--- src/rtl/demux1x2.sv ---
// demux1x2: steers each input word into one of two independent output FIFOs chosen by sel.
module demux1x2 #(
  parameter int WIDTH = 8,
  parameter int DEPTH = 2
) (
  input  logic             clk,
  input  logic             reset,
  input  logic             in_valid,
  output logic             in_ready,
  input  logic [WIDTH-1:0] in_data,
  input  logic             sel,
  output logic             out0_valid,
  input  logic             out0_ready,
  output logic [WIDTH-1:0] out0_data,
  output logic             out1_valid,
  input  logic             out1_ready,
  output logic [WIDTH-1:0] out1_data,
  output logic [15:0]      cnt0,
  output logic [15:0]      cnt1
);
  localparam int AW = $clog2(DEPTH);
  logic [1:0] full, empty, push, pop, rdy;
  logic [WIDTH-1:0] head [2];
  logic [15:0] cnt [2];
  assign rdy = {out1_ready, out0_ready};
  assign in_ready = !reset && !full[sel];
  for (genvar q = 0; q < 2; q++) begin : g_q
    logic [WIDTH-1:0] mem_q [DEPTH];
    logic [AW:0] wr_q, rd_q, wr_d, rd_d;
    logic [15:0] cnt_q, cnt_d;
    // extra pointer MSB separates full from empty when the index bits match
    assign empty[q] = wr_q == rd_q;
    assign full[q] = (wr_q[AW] != rd_q[AW]) && (wr_q[AW-1:0] == rd_q[AW-1:0]);
    assign push[q] = in_valid && in_ready && (sel == 1'(q));
    assign pop[q] = !empty[q] && rdy[q];
    assign head[q] = empty[q] ? '0 : mem_q[rd_q[AW-1:0]];
    assign cnt[q] = cnt_q;
    always_comb begin
      wr_d = push[q] ? wr_q + 1'b1 : wr_q;
      rd_d = pop[q] ? rd_q + 1'b1 : rd_q;
      cnt_d = (pop[q] && cnt_q != 16'hFFFF) ? cnt_q + 16'd1 : cnt_q;
    end
    always_ff @(posedge clk) begin
      if (reset) begin
        wr_q <= '0;
        rd_q <= '0;
        cnt_q <= '0;
      end else begin
        wr_q <= wr_d;
        rd_q <= rd_d;
        cnt_q <= cnt_d;
      end
    end
    always_ff @(posedge clk) begin
      if (push[q]) mem_q[wr_q[AW-1:0]] <= in_data;
    end
  end
  assign out0_valid = !empty[0];
  assign out1_valid = !empty[1];
  assign out0_data = head[0];
  assign out1_data = head[1];
  assign cnt0 = cnt[0];
  assign cnt1 = cnt[1];
endmodule
--- config.mk ---
export PLATFORM = sky130hd
export DESIGN_NAME = demux1x2
export DESIGN_NICKNAME = d
export VERILOG_FILES = /design/src/rtl/demux1x2.sv
export SDC_FILE = /design/constraint.sdc
export NUM_CORES = 1
export LEC_CHECK = 0
export ABC_CLOCK_PERIOD_IN_PS = 2200
export BUFFER_PORTS_ARGS = -buffer_cell sky130_fd_sc_hd__buf_2
export CORE_MARGIN = 5
export CORE_UTILIZATION = 49
export CTS_BUF_LIST = sky130_fd_sc_hd__clkbuf_16
export DETAILED_ROUTE_END_ITERATION = 10
export PLACE_DENSITY = 0.75
export SLEW_MARGIN = 40
export SYNTH_ARGS = -nofsm -noshare
export SYNTH_HDL_FRONTEND = slang
export SYNTH_SLANG_ARGS = --single-unit
--- constraint.sdc ---
create_clock -name clk -period 2.2 [get_ports clk]
set_input_delay 0.22 -clock clk [delete_from_list [all_inputs] [get_ports clk]]
set_output_delay 0.22 -clock clk [all_outputs]
set_load 0.02 [all_outputs]
==> results.md, run 1 <==
- Unique masters post-synth: 45
- CTS sink cnt: 74
- Chip Width: 92.4 um
- Unrepaired setup endpoints after global routing: false
- Main synth FF type: dfxtp_1
- Max cap viols: 0
- Detail Placement HPWL: 5140 um
- Postcts setup bufs: 0
- First-pass iteration count of the detailed router: 4
- #FFs+latches synth: 74
- Ports: 65
- Arrival time worst endpoint: 2.20 ns
- P per Cell Area: 889 nW/um^2
- GRT overflow: 0
- Via density: 5.76
- Area Growth Syn to Fin: 24.9%
- Tcrit/Tclk final: 0.902
- Mapped Nets: 328
- Root Buffer: clkbuf_16
- Post-synthesis mux area share: 0.0778
- Worst reg2reg path depth: 4
- IO Port Bufs: 64
- RePlAce Congestion: 0.820
- TritonCTS Buffers: 9
- CTS tree: built
- Vias: 2738
- WS Path Type: flip-flop to flip-flop
- # DRC: 0
- Largest net degree at the start of global routing: 25
- Hold_sp: in_data[5]
- Top post-synthesis cells by area: edfxtp_1 (29%), dfxtp_1 (25%), mux2i_1 (5.4%), nor2_1 (4.2%), o31ai_1 (3.4%)
- Post-synth top cells: dfxtp_1 (42), nor2_1 (37), edfxtp_1 (32), a21oi_1 (20), mux2i_1 (18)
- Setup tns final: 0 ns
- Post-Synthesis Cells: 312
- H-tree depth: 3
- Setup crit end kind: flip-flop
- Std cell rows: 30
- Synth area leader: edfxtp_1
- Routed WL per cell: 15.5 um
- Clock-pin slew on the worst setup and hold paths: 0.06 ns
- Syn_area_per_cell: 10.7 sq um
- Final setup violation count: 0
- Reg2reg end: cnt1[12]
- Post-synthesis xor/xnor area fraction: 0.0316
- Slew margin rel.: 0.561
- Crit path max fanout: 15
- Minimum clock period: 1.98 ns
- Worst EP required: 2.42 ns
- Initial Utilization: 0.496
- Worst setup SP type: flip-flop
- GRT Overall Usage: 0.183
- Pins Over Slew Limit: 0
- CTS Hold Bufs: 0
- Worst R2R Start: g_q[1].wr_q[1]
- Hold-critical path depth: 1
- Post-synth EDFFs: 32
- Hold endpoint: g_q[1].mem_q[0][5]
- Tightest Hold Check Type: input pin to flip-flop
- Clock latency on the worst-skew pair: 0.33 ns
- Cell Area, Synth: 3330 sq um
- Drt first-iter violations: 82
- Register area share after synthesis: 0.541
- Post_cts resized: 0
- Routed wire length: 7370 um
- Synth Area in Compound Gates: 0.139
- Number of global-route vias before repair: 2720
- Ys Warns: 0
- Worst-margin pin slew: 0.655 ns
- Worst Skew: 0.00596 ns
- Die ar.: 8550 sq um
- Status: completed
- Finished Layout Cells: 475
- Placed cells: 459
- Max frequency: 0.504 GHz
- Adder-Cell Fraction of Synth Area: 0.00751
- Antenna-violating nets left: 0
- P_leak: 0.00161 uW
- Largest family of logic cells by synthesized area: simple AND/OR/NAND/NOR gates
- Die H: 92.4 um
- Antenna Diode Count: 0
- Worst VDD drop: 0.000476 V
- Nets: 406
- Yosys top cell area share: 0.289
- R2R setup slack: 0.22 ns
- Simple-Gate Fraction of Synth Area: 0.180
- Share of post-route cells with drive strength above 1: 0.243
- Clk buf depth: 2
- Most frequent cell after synthesis: dfxtp_1
- First-pass GRT wire length: 12700 um
- Antenna violations before repair: 0
- Core ar.: 6720 sq um
- Final hold vios: 0
- Async SR Flop Fraction: 0
[final cells by class]
cell class	count	area (sq um)
clock buffers	9	225
clock inverters	7	116
fillers	548	2560
inverters	10	37.5
multi-input cells	218	1460
flip-flops and latches	74	1800
well taps	80	100
repair buffers	77	418
[routing by layer]
| metal | vias up | track usage | routed length (um) |
|---|---|---|---|
| li1 | 1351 | - | - |
| met1 | 1297 | 0.237 | 3410 |
| met2 | 83 | 0.303 | 3540 |
| met3 | 7 | 0.0414 | 366 |
| met4 | 0 | 0.0594 | 56 |
| met5 | - | 0 | 0 |
[state kept, by name (all words and copies together) (netlist names), named ones only]
register,cells
cnt1,16
g_q.wr_q,4
g_q.mem_q,32
cnt0,16
g_q.rd_q,4
[cells in the final DEF (no fill, tap or decap), types with 3 or more instances in the layout]
cell type / netlist / layout
o31ai_1: 15 / 15
nand2_1: 12 / 12
and4_1: 6 / 6
nor4_1: 3 / 3
dfxtp_1: 42 / 42
o21ai_1: 4 / 3
mux2_1: 7 / 7
nand4_1: 8 / 8
or4_1: 14 / 14
clkbuf_16: 0 / 9
a211oi_1: 6 / 6
xnor2_1: 4 / 4
mux2i_1: 18 / 18
buf_2: 2 / 64
a21oi_1: 20 / 20
inv_1: 9 / 9
buf_4: 0 / 13
and3_1: 3 / 3
o21ai_0: 4 / 4
nand3_1: 10 / 10
xor2_1: 8 / 8
edfxtp_1: 32 / 32
nor3_1: 3 / 3
or3_1: 5 / 5
bufinv_16: 0 / 3
nor2b_1: 7 / 7
nor2_1: 37 / 37
[power by group]
group | total, uW | internal [uW] | leakage [uW] | switching, uW
Combinational | 505 | 186 | 0.000816 | 319
Sequential | 1540 | 1480 | 0.000630 | 61.6
Clock | 1650 | 1110 | 0.000167 | 548
[worst max-delay path, stage by stage (launching register included)]
cell and delay [ns]:
dfxtp_1 0.35, xor2_1 0.40, o2111ai_2 0.36, or4_1 0.62, o211a_1 0.14
[metrics by stage]
step	power (uW)	hold WS, ns	utilization	area [sq um]	worst slack (ns)
after floorplan	1880	0.319	-	3340	0.0961
after global placement	2060	0.435	0.568	3810	0.280
after detailed placement	2070	0.440	0.568	3810	0.220
after CTS	3740	0.0953	0.618	4160	0.176
after global routing	3840	0.106	0.619	4160	0.0256
final	3700	0.108	0.619	4160	0.216
[cells by family after synthesis]
group                      Yosys count
buffers and inverters               20
muxes                               25
xor gates and xnor gates            12
AOI/OAI and AO/OA                   67
adders and majority gates            2
DFF                                 74
and+or+nand+nor                    112
[worst max path at each step]
stage                         startpoint            endpoint  slack (ns)  cells after the start
after detailed placement  g_q[0].wr_q[1]             cnt0[3]        0.22                      4
final                     g_q[1].wr_q[1]            cnt1[12]        0.22                      4
after floorplan           g_q[0].rd_q[1]  g_q[0].mem_q[0][0]         0.1                      3
after global placement    g_q[1].wr_q[1]            cnt1[12]        0.28                      4
after CTS                 g_q[0].wr_q[1]             cnt0[3]        0.18                      4
after global routing      g_q[1].wr_q[1]            cnt1[12]        0.03                      4
No activity file was read; power rests on OpenSTA's default activity.
==> run 2: changes to the inputs <==
ABC_CLOCK_PERIOD_IN_PS = not set   (was 2200)
CORE_UTILIZATION = 40   (was 49)
PLACE_DENSITY = not set   (was 0.75)
RECOVER_POWER = 25   (was not set)
==> run 2 against run 1 <==
  * Worst setup slack better by 0.013 ns
  * Sequential share of layout area up 0.34 points
  * Critical path type unchanged
  * Sequential cell count unchanged
  * Combinational power up 2%
  * Fmax up 0.68%
  * Clock power down 16%
  * Critical path depth up 1
  * Sequential power about the same
  * Die area up 20%
  * Routed wire length up 0.81%
==> results.md, run 2 (same netlist as run 1, synthesis figures left out) <==
- Status: completed (unchanged)
- Area Growth Syn to Fin: 23.9% (was 24.9%)
- Met3 GRT Util: 0.0337 (was 0.0414)
- Switching portion of total power: 0.286 (was 0.251)
- Commonest non-fill, non-tap cells in the layout: buf_2 (49), dfxtp_1 (42), nor2_1 (37) (was buf_2 (64), dfxtp_1 (42), nor2_1 (37))
- Final hold vios: 0 (unchanged)
- Dpl ws: 0.219 ns (was 0.220 ns)
- Number of global-route vias before repair: 2629 (was 2720)
- Fillers: 779 (was 548)
- Ports: 65 (unchanged)
- Clk buf depth: 2 (unchanged)
- Minimum clock period: 1.97 ns (was 1.98 ns)
- P_leak: 0.00152 uW (was 0.00161 uW)
- Worst Skew: 0.00785 ns (was 0.00596 ns)
- Commonest non-fill, non-tap cell in the layout: buf_2 (unchanged)
- TritonCTS Buffers: 9 (unchanged)
- Antenna violations before repair: 0 (unchanged)
- Postcts setup bufs: 0 (unchanged)
- Root Buffer: clkbuf_16 (unchanged)
- H-tree depth: 3 (unchanged)
- Antenna-violating nets left: 0 (unchanged)
- Die ar.: 10300 sq um (was 8550 sq um)
- IO Port Bufs: 64 (unchanged)
- GRT Overall Usage: 0.151 (was 0.183)
- Via density: 5.46 (was 5.76)
- PnR worst setup slack: 0.230 ns (was 0.216 ns)
- Clock latency on the worst-skew pair: 0.33 ns (about the same)
- CTS tree: built (unchanged)
- Origin of the worst setup path: cnt1[0] (was g_q[1].wr_q[1])
- Number of flip-flops in the largest register: 32 (unchanged)
- Placement Cell Area: 3860 sq um (was 3810 sq um)
- Worst EP required: 2.41 ns (was 2.42 ns)
- CTS sink cnt: 74 (unchanged)
- Final setup violation count: 0 (unchanged)
- Flop pwr share: 0.446 (was 0.416)
- Fin area: 4130 sq um (was 4160 sq um)
- Routed WL per cell: 14.9 um (was 15.5 um)
- Post_cts resized: 0 (unchanged)
- Drt first-iter violations: 68 (was 82)
- Worst setup SP type: flip-flop (unchanged)
- Hold_sp: in_data[5] (unchanged)
- WS Path Type: flip-flop to flip-flop (unchanged)
- Worst VDD drop: 0.000374 V (was 0.000476 V)
- Met1 Use GR: 0.196 (was 0.237)
- Std cell rows: 33 (was 30)
- Internal power: 2460 uW (was 2770 uW)
- Setup crit end kind: flip-flop (unchanged)
- Max cap viols: 0 (unchanged)
- Share of post-route cells with drive strength above 1: 0.208 (was 0.243)
- Pwr Total: 3440 uW (was 3700 uW)
- Clock-pin slew on the worst setup and hold paths: 0.06 ns (about the same)
- Tightest Hold Check Type: input pin to flip-flop (unchanged)
- CTS Hold Bufs: 0 (unchanged)
- First-pass GRT wire length: 12400 um (was 12700 um)
- Clk pwr share: 0.404 (was 0.447)
- Routing usage on met2: 0.249 (was 0.303)
- Largest net degree at the start of global routing: 45 (was 25)
- # DRC: 0 (unchanged)
- GRT overflow: 0 (unchanged)
- Nets: 406 (unchanged)
- Antenna Diode Count: 0 (unchanged)
- Tcrit/Tclk final: 0.896 (was 0.902)
- Unrepaired setup endpoints after global routing: false (unchanged)
- Routed wire length: 7430 um (was 7370 um)
- Die H: 101 um (was 92.4 um)
- Worst-margin pin slew: 0.684 ns (was 0.655 ns)
- Max frequency: 0.508 GHz (was 0.504 GHz)
- RePlAce Congestion: 0.771 (was 0.820)
- Initial Utilization: 0.407 (was 0.496)
- Setup tns final: 0 ns (unchanged)
- Busiest grt layer: met2 (unchanged)
- Worst R2R Start: cnt1[0] (was g_q[1].wr_q[1])
- First-pass iteration count of the detailed router: 4 (unchanged)
- Core ar.: 8180 sq um (was 6720 sq um)
- Vias: 2732 (was 2738)
- P per Cell Area: 833 nW/um^2 (was 889 nW/um^2)
- Gate power share: 0.150 (was 0.136)
- Detail Placement HPWL: 5320 um (was 5140 um)
- NetSw: 983 uW (was 928 uW)
- Crit path max fanout: 9 (was 15)
- Pins Over Slew Limit: 0 (unchanged)
- Slew margin rel.: 0.541 (was 0.561)
- Arrival time worst endpoint: 2.18 ns (was 2.20 ns)
- Chip Width: 101 um (was 92.4 um)
-- run 2: power by group through the flow --
| stage | clock network (uW) | logic [uW] | registers [uW] |
|---|---|---|---|
| finish | 1390 | 517 | 1530 |
| global route | 1490 | 570 | 1540 |
| CTS | 1420 | 527 | 1530 |
| detailed placement | 0 | 526 | 1560 |
| global placement | 0 | 515 | 1560 |
| floorplan | 0 | 338 | 1540 |
-- run 2: path summary, 6_finish.rpt --
path	end	slack (ns)	cells past startpoint
max reg2reg	cnt1[0]	0.23	5
max	cnt1[0]	0.23	5
min	g_q[0].mem_q[1][5]	0.17	1
min reg2reg	g_q[1].wr_q[1]	0.49	1
-- run 2: final cells by class --
class                   count  area (sq um)  area share
repair buffers             77           399      0.0967
inverters                  10          37.5     0.00910
well taps                 105           131      0.0318
clock inverters             7          60.1      0.0146
flip-flops and latches     74          1800       0.437
clock buffers               9           225      0.0546
multi-input cells         218          1470       0.357
-- run 2: metrics by stage --
step	cells	utilization	hold WS [ns]
3_5_place_dp	484	0.472	0.450
6_report	500	0.505	0.167
5_1_grt	500	0.505	0.179
4_1_cts	500	0.507	0.106
3_3_place_gp	484	0.471	0.442
2_1_floorplan	312	-	0.319
-- run 2: critical path, stage by stage, from the launching register on --
cell,delay [ns]
dfxtp_1,0.40
ha_1,0.20
nand3_1,0.18
nor3_2,0.53
a21oi_1,0.20
mux2_1,0.35
-- run 2: per-layer routing --
| metal | part of all wire | routed length, um | vias to the layer above |
|---|---|---|---|
| li1 | - | - | 1354 |
| met1 | 0.47 | 3500 | 1323 |
| met2 | 0.48 | 3580 | 49 |
| met3 | 0.040 | 297 | 6 |
| met4 | 0.0071 | 53 | 0 |
| met5 | 0 | 0 | - |
==> run 3: changes to the inputs <==
BUFFER_PORTS_ARGS = not set   (was -buffer_cell sky130_fd_sc_hd__buf_2)
DONT_BUFFER_PORTS = 1   (was not set)
==> run 3 against run 2 <==
  * Routed wire length is 1.1% lower
  * Clock skew is 0.0021 ns lower
  * Via count is 5.1% lower
  * Critical path depth stayed put
  * Design area is 1.9% lower
  * Total power is 1.2% higher
  * Largest power group unchanged
  * Clock power is 8% higher
  * Sequential share of layout area is 0.84 points higher
  * Clock-buffer cell count stayed put
  * Sequential power hardly changed
==> results.md, run 3 (same netlist as run 1, synthesis figures left out) <==
- Status: completed (unchanged)
- Arrival time worst endpoint: 1.76 ns (was 2.18 ns)
- Uppermost routed layer: met4 (unchanged)
- TritonCTS Buffers: 9 (unchanged)
- Final setup violation count: 0 (unchanged)
- Std cell rows: 33 (unchanged)
- Origin of the worst setup path: g_q[0].wr_q[1] (was cnt1[0])
- Clk pwr share: 0.430 (was 0.404)
- Via density: 5.59 (was 5.46)
- Number of global-route vias before repair: 2374 (was 2629)
- Worst EP required: 1.98 ns (was 2.41 ns)
- Die ar.: 10300 sq um (unchanged)
- Switching portion of total power: 0.274 (was 0.286)
- Critical path depth: 5 (unchanged)
- Vias: 2593 (was 2732)
- Chip Width: 101 um (unchanged)
- Clock-pin slew on the worst setup and hold paths: 0.06 ns (about the same)
- Clk buf depth: 2 (unchanged)
- Unrepaired setup endpoints after global routing: false (unchanged)
- Pins Over Slew Limit: 0 (unchanged)
- Antenna-violating nets left: 0 (unchanged)
- Root Buffer: clkbuf_16 (unchanged)
- Critical path capture point: out0_data[0] (was cnt1[0])
- Number of flip-flops in the largest register: 32 (unchanged)
- Bufs and invs on worst path: 2 (was 0)
- First-pass iteration count of the detailed router: 4 (unchanged)
- GRT Overall Usage: 0.150 (was 0.151)
- Commonest non-fill, non-tap cells in the layout: dfxtp_1 (42), nor2_1 (37), edfxtp_1 (32) (was buf_2 (49), dfxtp_1 (42), nor2_1 (37))
- Met2 Wirelength: 3460 um (was 3580 um)
- Nets: 370 (was 406)
- Post-Route Utilization: 0.495 (was 0.505)
- CTS sink cnt: 74 (unchanged)
- Fillers: 764 (was 779)
- Flop pwr share: 0.442 (was 0.446)
- Worst setup SP type: flip-flop (unchanged)
- Slew margin rel.: 0.558 (was 0.541)
- Post_cts resized: 0 (unchanged)
- H-tree depth: 3 (unchanged)
- Drt first-iter violations: 87 (was 68)
- Worst Skew: 0.00576 ns (was 0.00785 ns)
- Internal power: 2530 uW (was 2460 uW)
- Reg2reg end: cnt0[15] (was cnt1[0])
- Antenna violations before repair: 0 (unchanged)
- Tcrit/Tclk final: 0.901 (was 0.896)
- Worst R2R Start: cnt0[0] (was cnt1[0])
- Largest delay contributor family on the critical path: simple AND/OR/NAND/NOR gates (unchanged)
- IO Port Bufs: 0 (was 64)
- Met3 WL: 502 um (was 297 um)
- CP peak stage delay: 0.36 ns (was 0.53 ns)
- Worst-margin pin slew: 0.659 ns (was 0.684 ns)
- NetSw: 954 uW (was 983 uW)
- GRT overflow: 0 (unchanged)
- Core ar.: 8180 sq um (unchanged)
- Initial Utilization: 0.407 (unchanged)
- RePlAce Congestion: 0.801 (was 0.771)
- Minimum clock period: 1.98 ns (was 1.97 ns)
- Clock latency on the worst-skew pair: 0.33 ns (about the same)
- P_leak: 0.00139 uW (was 0.00152 uW)
- WS Path Type: flip-flop to output pin (was flip-flop to flip-flop)
- Slowest stage cell, crit path: dfxtp_1 (was nor3_2)
- Area Growth Syn to Fin: 21.6% (was 23.9%)
- Crit path max fanout: 9 (unchanged)
- Final hold vios: 0 (unchanged)
- Routed wire length: 7340 um (was 7430 um)
- Routed WL per cell: 15.8 um (was 14.9 um)
- Antenna Diode Count: 0 (unchanged)
- # DRC: 0 (unchanged)
- P per Cell Area: 860 nW/um^2 (was 833 nW/um^2)
- Placed cells: 439 (was 484)
- R2R setup slack: 0.25 ns (was 0.23 ns)
- WL met1: 3250 um (was 3500 um)
- Tightest Hold Check Type: input pin to flip-flop (unchanged)
- Setup crit end kind: output pin (was flip-flop)
- Largest net degree at the start of global routing: 29 (was 45)
- Worst VDD drop: 0.000406 V (was 0.000374 V)
- Gate power share: 0.128 (was 0.150)
- Detail Placement HPWL: 5180 um (was 5320 um)
- First-pass GRT wire length: 12300 um (was 12400 um)
- Finished Layout Cells: 464 (was 500)
- Setup tns final: 0 ns (unchanged)
- Max cap viols: 0 (unchanged)
- Ports: 65 (unchanged)
- Commonest non-fill, non-tap cell in the layout: dfxtp_1 (was buf_2)
- Die H: 101 um (unchanged)
- Share of post-route cells with drive strength above 1: 0.134 (was 0.208)
- Worst reg2reg path depth: 4 (was 5)
- CTS tree: built (unchanged)
- Max frequency: 0.505 GHz (was 0.508 GHz)
- CP cell instances: xor2_1 > buf_4 > nor2_1 > buf_4 > nor2_1 (was ha_1 > nand3_1 > nor3_2 > a21oi_1 > mux2_1)
## run 3: metrics by stage
stage          hold slack (ns)  cell area (sq um)  worst slack, ns  total power, uW
2_1_floorplan            0.319               3340           0.0961             1880
3_3_place_gp             0.296               3670            0.351             1990
3_5_place_dp             0.299               3670            0.313             2000
4_1_cts                 0.0921               4070            0.171             3520
5_1_grt                  0.111               4050           0.0959             3630
6_report                0.0974               4050            0.219             3480
## run 3: layer usage
| metal | track usage | vias up |
|---|---|---|
| met5 | 0 | - |
| met3 | 0.0475 | 12 |
| li1 | - | 1281 |
| met4 | 0.0613 | 0 |
| met1 | 0.194 | 1233 |
| met2 | 0.233 | 67 |
## run 3: cell type report
cell class	count	area (sq um)	share of cell area
Timing Repair Buffer	41	307	0.0757
Tap cell	105	131	0.0324
Clock buffer	9	225	0.0556
Multi-Input combinational cell	218	1460	0.361
Clock inverter	7	83.8	0.0207
Sequential cell	74	1800	0.445
Inverter	10	37.5	0.00927
## run 3: how the worst min path moves through the flow
stage	from	endpoint	slack (ns)	cells after the start
finish	reset	cnt1[3]	0.1	2
global route	reset	cnt1[4]	0.11	2
CTS	reset	cnt1[3]	0.09	2
detailed placement	reset	cnt1[15]	0.30	1
global placement	reset	cnt1[15]	0.30	1
floorplan	in_data[0]	g_q[0].mem_q[0][0]	0.32	0
## run 3: power groups by stage
stage	clock [uW]	sequential (uW)	combinational [uW]
2_1_floorplan	0	1540	338
3_3_place_gp	0	1570	424
3_5_place_dp	0	1570	429
4_1_cts	1530	1540	458
5_1_grt	1590	1550	492
6_report	1500	1540	447
## run 3: timing repair
item / CTS / global route
endpoints found under the setup margin: 0 / 0
setup buffers: 0 / 0
hold buffers: 9 / 0
endpoints found under the hold margin: 60 / 0
